### src/rtl/state_sequencer_pkg.sv
// Shared state definitions for the control sequencer and the instruction decoder:
// 12-bit state codes, opcode constants and the counter saturation limit.
package state_sequencer_pkg;

   typedef enum logic [11:0] {
      ST_R    = 12'h001,
      ST_F0   = 12'h002,
      ST_F1   = 12'h004,
      ST_F2   = 12'h008,
      ST_DEC  = 12'h010,
      ST_MOV0 = 12'h020,
      ST_LD0  = 12'h100,
      ST_LD1  = 12'h101,
      ST_LD2  = 12'h102,
      ST_LD3  = 12'h103,
      ST_LD4  = 12'h104,
      ST_ST0  = 12'h200,
      ST_ST1  = 12'h201,
      ST_ST2  = 12'h202,
      ST_ST3  = 12'h203,
      ST_ST4  = 12'h204,
      ST_HALT = 12'h800
   } state_t;

   localparam logic [3:0]  OP_MOV  = 4'h1;
   localparam logic [3:0]  OP_LD   = 4'h2;
   localparam logic [3:0]  OP_ST   = 4'h3;
   localparam logic [3:0]  OP_HALT = 4'hF;

   localparam logic [15:0] SAT_MAX = 16'hFFFF;

   // Terminal micro-steps must be closed by end_sq; reaching them without it is an error.
   function automatic logic is_terminal(state_t s);
      return (s == ST_MOV0) || (s == ST_LD4) || (s == ST_ST4);
   endfunction

endpackage

### src/rtl/state_sequencer_sat_counter16.sv
// sat_counter16: 16-bit event counter with synchronous clear that sticks at SAT_MAX.
module sat_counter16
   import state_sequencer_pkg::*;
(
   input  logic        clk,
   input  logic        clr_i,
   input  logic        en_i,
   output logic [15:0] count_o
);

   logic [15:0] count_q;
   logic [15:0] count_d;

   always_comb begin
      count_d = count_q;
      if (clr_i) begin
         count_d = 16'h0000;
      end else if (en_i && (count_q != SAT_MAX)) begin
         count_d = count_q + 16'h0001;
      end
   end

   always_ff @(posedge clk) begin
      count_q <= count_d;
   end

   assign count_o = count_q;

endmodule

### src/rtl/state_sequencer.sv
// Micro-sequencer: fetch/decode/execute control states, sticky error flag and
// saturating cycle/instruction counters. Optional single-step input: STATE_SEQUENCER_STEP_EN.
module state_sequencer
   import state_sequencer_pkg::*;
(
   input  logic        clk,
   input  logic        reset,
   input  logic [7:0]  I,
   input  logic        end_sq,
   input  logic        pause_cc,
   input  logic        run,
`ifdef STATE_SEQUENCER_STEP_EN
   input  logic        step,
`endif
   output logic [11:0] state,
   output logic        halted,
   output logic        err,
   output logic [15:0] cycles,
   output logic [15:0] instrs
);

   state_t     state_q, state_d;
   logic       err_q, err_d;
   logic       go;
   logic       advance;
   logic [3:0] opcode;
   logic       unused_ir;

   assign opcode    = I[7:4];
   assign unused_ir = ^I[3:0];

`ifdef STATE_SEQUENCER_STEP_EN
   logic step_q;

   // The step edge is consumed every cycle, even when pause_cc blocks the advance.
   always_ff @(posedge clk) begin
      if (reset) begin
         step_q <= 1'b0;
      end else begin
         step_q <= step;
      end
   end

   assign go = run | (step & ~step_q);
`else
   assign go = run;
`endif

   assign advance = (state_q != ST_HALT) & ~pause_cc & go;

   always_comb begin
      state_d = state_q;
      err_d   = err_q;
      if (advance) begin
         if (end_sq) begin
            state_d = ST_F0;
         end else begin
            case (state_q)
               ST_R:    state_d = ST_F0;
               ST_F0:   state_d = ST_F1;
               ST_F1:   state_d = ST_F2;
               ST_F2:   state_d = ST_DEC;
               ST_DEC: begin
                  case (opcode)
                     OP_MOV:  state_d = ST_MOV0;
                     OP_LD:   state_d = ST_LD0;
                     OP_ST:   state_d = ST_ST0;
                     OP_HALT: state_d = ST_HALT;
                     default: begin
                        state_d = ST_F0;
                        err_d   = 1'b1;
                     end
                  endcase
               end
               ST_LD0:  state_d = ST_LD1;
               ST_LD1:  state_d = ST_LD2;
               ST_LD2:  state_d = ST_LD3;
               ST_LD3:  state_d = ST_LD4;
               ST_ST0:  state_d = ST_ST1;
               ST_ST1:  state_d = ST_ST2;
               ST_ST2:  state_d = ST_ST3;
               ST_ST3:  state_d = ST_ST4;
               default: begin
                  // Unclosed terminal steps and corrupted codes both recover via F0.
                  state_d = ST_F0;
                  err_d   = 1'b1;
               end
            endcase
         end
      end
   end

   always_ff @(posedge clk) begin
      if (reset) begin
         state_q <= ST_R;
         err_q   <= 1'b0;
      end else begin
         state_q <= state_d;
         err_q   <= err_d;
      end
   end

   sat_counter16 u_cycles (
      .clk     (clk),
      .clr_i   (reset),
      .en_i    (advance),
      .count_o (cycles)
   );

   sat_counter16 u_instrs (
      .clk     (clk),
      .clr_i   (reset),
      .en_i    (advance & end_sq),
      .count_o (instrs)
   );

   assign state  = state_q;
   assign halted = (state_q == ST_HALT);
   assign err    = err_q;

   logic unused_term;
   assign unused_term = is_terminal(state_q);

endmodule

### config.mk
export PLATFORM = sky130hd
export DESIGN_NAME = state_sequencer
export DESIGN_NICKNAME = d
export VERILOG_FILES = /design/src/rtl/state_sequencer_pkg.sv /design/src/rtl/state_sequencer_sat_counter16.sv /design/src/rtl/state_sequencer.sv
export SDC_FILE = /design/constraint.sdc
export NUM_CORES = 1
export LEC_CHECK = 0
export ABC_AREA = 1
export CAP_MARGIN = 10
export CORE_MARGIN = 2
export CORE_UTILIZATION = 35
export CTS_CLUSTER_DIAMETER = 60
export CTS_CLUSTER_SIZE = 12
export DETAILED_ROUTE_END_ITERATION = 6
export SYNTH_ARGS = -nofsm -noshare
export SYNTH_HDL_FRONTEND = slang
export SYNTH_SLANG_ARGS = --single-unit
### constraint.sdc
create_clock -name clk -period 1.61 [get_ports clk]
set_clock_uncertainty 0.15 [all_clocks]
set_input_delay 0.161 -clock clk [delete_from_list [all_inputs] [get_ports clk]]
set_output_delay 0.161 -clock clk [all_outputs]
set_load 0.02 [all_outputs]
# == After elaboration in Yosys (flattened, before gate mapping) ==
# Index checks and enable logic that the tools add are counted.
# W data, S select, Z words.
# totals
reg_bits,45
elab_cells,44
input_bits,13
mem_bits_ro,0
mem_count,0
out_inout_bits,46
latchBits,0
ram_bits,0
# classes
n_mux,5
eq_ne,22
multipliers,0
n_shift,0
addsub,2
n_bitwise,6
n_lt_le_gt_ge,0
reduce_logical,5
div_mod_pow,0
# ops
operator,count
$pmux W12 S12,1
$eq A12 B10 Y1 const B,4
$eq A12 B9 Y1 const B,4
$pmux W12 S4,1
$add A16 B1 Y16 const B,2
$ne A16 B16 Y1 const B,2
$eq A12 B1 Y1 const B,1
$eq A12 B12 Y1 const B,1
$eq A12 B2 Y1 const B,1
$eq A12 B3 Y1 const B,1
$eq A12 B4 Y1 const B,1
$eq A12 B5 Y1 const B,1
$mux W12,1
$ne A12 B12 Y1 const B,1
$reduce_or A12 Y1,1
$eq A4 B2 Y1 const B,2
$eq A4 B1 Y1 const B,1
$eq A4 B4 Y1 const B,1
$reduce_and A4 Y1,1
$reduce_or A4 Y1,1
$and A1 B1 Y1,3
$not A1 Y1,3
$logic_and A1 B1 Y1,2
$ne A2 B2 Y1 const B,1
2 further kinds,2

# == Depth between registers and ports, before layout ==
# logic_depth
depth_word,5
mapped_depth,11
mapped_depth_nobuf,11

# == Cells and area by module ==
# Synthesis repeated with hierarchy kept, for this count alone.
# hier_totals
cells_unflattened,433
hier_area_um2,2762.6
# by_module_without_submodules
mod,cells_each,area_per_inst_um2,seq_area_each_um2,n_inst
sat_counter16,149,929.6,320.3,2
state_sequencer,135,903.4,200.2,1

# == Worst setup path before layout ==
# No wires, ideal clock.
# synth_path
kind,register to register
start,"register u_instrs.count_q[0], in the netlist u_instrs.count_o[0]"
end,"register u_instrs.count_q[1], in the netlist u_instrs.count_o[1]"
synth_period_minus_slack_ns,1.832
setup_slack_ns,-0.222
setup_time_ns,0.116
arrival_time_ns,1.567
required_ns,1.344
n_path_buf,1
stages_incl_launch_ff,12
path_cell_list,dfxtp_1 -> ha_1 -> nand2_1 -> nor2_2 -> nand2_2 -> inv_1 -> nand2_1 -> inv_1 -> nor2_4 -> buf_6 -> nor2_1 -> nor2_1
# synth_between
elab_chain_len,2
# synth_rtl
item,line_no,source
from (decl),state_sequencer_sat_counter16.sv:11,logic [15:0] count_q;
from (signal assigned),state_sequencer_sat_counter16.sv:24,count_q <= count_d;
branches (longest 2 deep; another with $add A16 B1 Y16),n/a,
# Several ways; the timed one is not identified.
# A chain may end at the register's enable or synchronous reset.

# == Worst setup path after layout ==
# layout_path
start,"register u_instrs.count_q[0], in the netlist u_instrs.count_o[0]"
end,"register u_instrs.count_q[3], in the netlist u_instrs.count_o[3]"
# The elaborated chain is that of the path after synthesis.

==> flow_summary.json <==
{
  "synth_xor_area_share_pct": 5.80,
  "cp_cell_sequence": "ha_4, nand2_4, nor2_2, nand2_2, inv_2, nand2_4, inv_4, nor2_4, clkbuf_16, nand2_2, a21oi_1",
  "drc_errors": 0,
  "clk_latency_ns": 0.29,
  "area_delta_synth_final_pct": 51.6,
  "overflow": 0,
  "leakage_nw": 1.83,
  "antenna_found_initial": 0,
  "path_clk_slew_ns": 0.09,
  "ys_types": 29,
  "dieArea_mm2": 0.00849,
  "finalSetupViolations": 2,
  "synth_top_family_by_area": "simple AND/OR/NAND/NOR gates",
  "yosysWarningCount": 0,
  "end_kind": "flop",
  "critPathTopFamily": "simple AND/OR/NAND/NOR gates",
  "synth_area_per_cell_um2": 6.44,
  "seq_area_frac_synth_pct": 30.9,
  "n_antenna_cell": 0,
  "antenna_left": 0,
  "worstPathArrival_ns": 1.71,
  "initial_core_util_pct": 35.7,
  "wl_per_cell_um": 12.2,
  "path_buf_inv": 3,
  "clock.fmax_mhz": 616,
  "grt_max_degree": 15,
  "fp-row-count": 32,
  "htreeDepth": 2,
  "fin_crit_ns": 1.62,
  "peakVddDrop_v": 0.000436,
  "slowest_stage": "dfxtp_4",
  "hold_viol": 0,
  "pin_count": 59,
  "firstDrtPassIters": 4,
  "synth_mux_area_share_pct": 0,
  "startpoint_type": "flop",
  "power_density_mw_per_mm2": 535,
  "netlist_area_mm2": 0.00272,
  "fp.dieW_um": 92.1,
  "ys_ff_latch": 42,
  "gr-usage-all-layers_pct": 18.3,
  "hp-class": "flop to flop",
  "wl_um": 7790,
  "finalSetupTns_ns": -0.0213,
  "hold_buffers": 0,
  "grt_pass1_vias": 2777,
  "synth_fa_ha_area_share_pct": 0.921,
  "drive_above_1_share_pct": 30.9,
  "synth_compound_gate_area_share_pct": 10.5,
  "die_h_um": 92.1,
  "via_count": 3048,
  "cts_num_sinks": 42,
  "violations": "setup timing",
  "critPathMaxFanout": 5,
  "synth_cells": 422,
  "grt_pass1_wl_um": 12800,
  "path_class": "flop to flop",
  "status": "complete, but fails checks",
  "power.total_mw": 2.20,
  "numCtsBuffers": 5,
  "portBuffers": 51,
  "core_mm2": 0.00761,
  "fillers": 757,
  "root_buffer": "clkbuf_8",
  "maxSlewViolCount": 0,
  "fin_crit_sh_pct": 101,
  "crit_required_ns": 1.69,
  "cpPeakStageDelay_ns": 0.36,
  "regArea_um2": 872,
  "final_nets": 548,
  "cts_tree": "done",
  "drtIter0Drc": 80,
  "rsz0062_at_grt": "true",
  "cts.path.max_buffers": 2,
  "drv_cap": 0,
  "routed_via_density": 4.79,
  "multi_input_area_mm2": 0.00184,
  "routabilityCongestion": 0.938,
  "yosys.area_share.simple_pct": 42.5,
  "dp_hpwl_um": 5680,
  "whs_ns": 0.305,
  "fin_ws_ns": -0.0144
}
## cell usage in the layout (no fill, tap or decap), drive strengths merged
cell type	count
a21oi	39
buf	61
bufinv	1
clkbuf	9
clkdlybuf4s50	9
conb	3
dfxtp	42
dlygate4sd2	40
dlymetal6s2s	1
ha	2
inv	42
nand2	146
nand3	31
nand4	11
nor2	60
nor3	7
nor3b	1
o211ai	2
o21ai	9
xnor2	8
xor2	10
## repair_timing
action | CTS | global route
cloned | 0 | 2
setup endpoints to repair | 43 | 43
resized for setup | 45 | 66
buffers inserted | 0 | 7
pin swaps | 0 | 23
## cells in the mapped netlist, drive strengths merged
| library cell | number | share of area (%) |
|---|---|---|
| a21oi | 39 | 8.3 |
| buf | 8 | 2.9 |
| clkbuf | 3 | 0.41 |
| conb | 1 | 0.14 |
| dfxtp | 42 | 31 |
| ha | 2 | 0.92 |
| inv | 42 | 5.8 |
| nand2 | 146 | 21 |
| nand3 | 31 | 6.5 |
| nand4 | 11 | 2.5 |
| nor2 | 60 | 11 |
| nor3 | 7 | 1.3 |
| nor3b | 1 | 0.28 |
| o211ai | 2 | 0.55 |
| o21ai | 9 | 1.7 |
| xnor2 | 8 | 2.6 |
| xor2 | 10 | 3.2 |
## cell families after synthesis
logic type | count (synthesis)
xor+xnor | 18
fa+ha+maj | 2
flops | 42
compound gates | 50
buf+inv | 53
simple gates | 256
other cells | 1
## cell type report
type / instances / share of cell area [%]
Clock inverter: 1 / 0.729
Sequential cell: 42 / 21.2
Tap cell: 102 / 3.10
Inverter: 42 / 4.01
Clock buffer: 7 / 2.10
Multi-Input combinational cell: 329 / 44.6
Timing Repair Buffer: 113 / 24.3
## power breakdown
group	leakage [nW]	total (mW)	switching (mW)	internal, mW
Clock	0.0585	0.878	0.372	0.506
Combinational	1.42	0.268	0.153	0.115
Sequential	0.349	1.06	0.0109	1.05
## per-layer routing
metal,wire length (um),global-route usage [%],part of all wire (%),vias up
met5,0,0,0,-
met4,136,5.10,1.7,0
met3,327,3.45,4.2,10
met2,3740,31.2,48,72
met1,3580,23.7,46,1402
li1,-,-,-,1564
## worst reg2reg max path, stage by stage (launching register included)
cell and delay (ns):
dfxtp_4 0.36, ha_4 0.16, nand2_4 0.07, nor2_2 0.04, nand2_2 0.07, inv_2 0.05
nand2_4 0.07, inv_4 0.04, nor2_4 0.19, clkbuf_16 0.20, nand2_2 0.04, a21oi_1 0.12
## state kept, by name, indices dropped and copies added, names as in the netlist
register and flops:
err 1, state 9, u_cycles.count_o 16, u_instrs.count_o 16
## path summary, 6_finish.rpt
| path | start | endpoint | slack, ns | cells past startpoint |
|---|---|---|---|---|
| min reg2reg | err$_SDFFE_PP0P_ | err$_SDFFE_PP0P_ | 0.31 | 2 |
| max | u_instrs.count_o[0]$_SDFFE_PP0P_ | u_instrs.count_o[3]$_SDFFE_PP0P_ | -0.01 | 11 |
| max reg2reg | u_instrs.count_o[0]$_SDFFE_PP0P_ | u_instrs.count_o[3]$_SDFFE_PP0P_ | -0.01 | 11 |
| min | err$_SDFFE_PP0P_ | err$_SDFFE_PP0P_ | 0.31 | 2 |
## through the flow
step,setup WS [ns],cell area (um2),utilization [%],std cells
floorplan,0.00136,2780,-,424
global placement,-0.154,3750,49.3,619
detailed placement,-0.201,3750,49.3,619
CTS,0.00155,3830,50.3,627
global route,-0.0750,4120,54.1,636
finish,-0.0144,4120,54.1,636
Power figures use the tool's default switching activity.
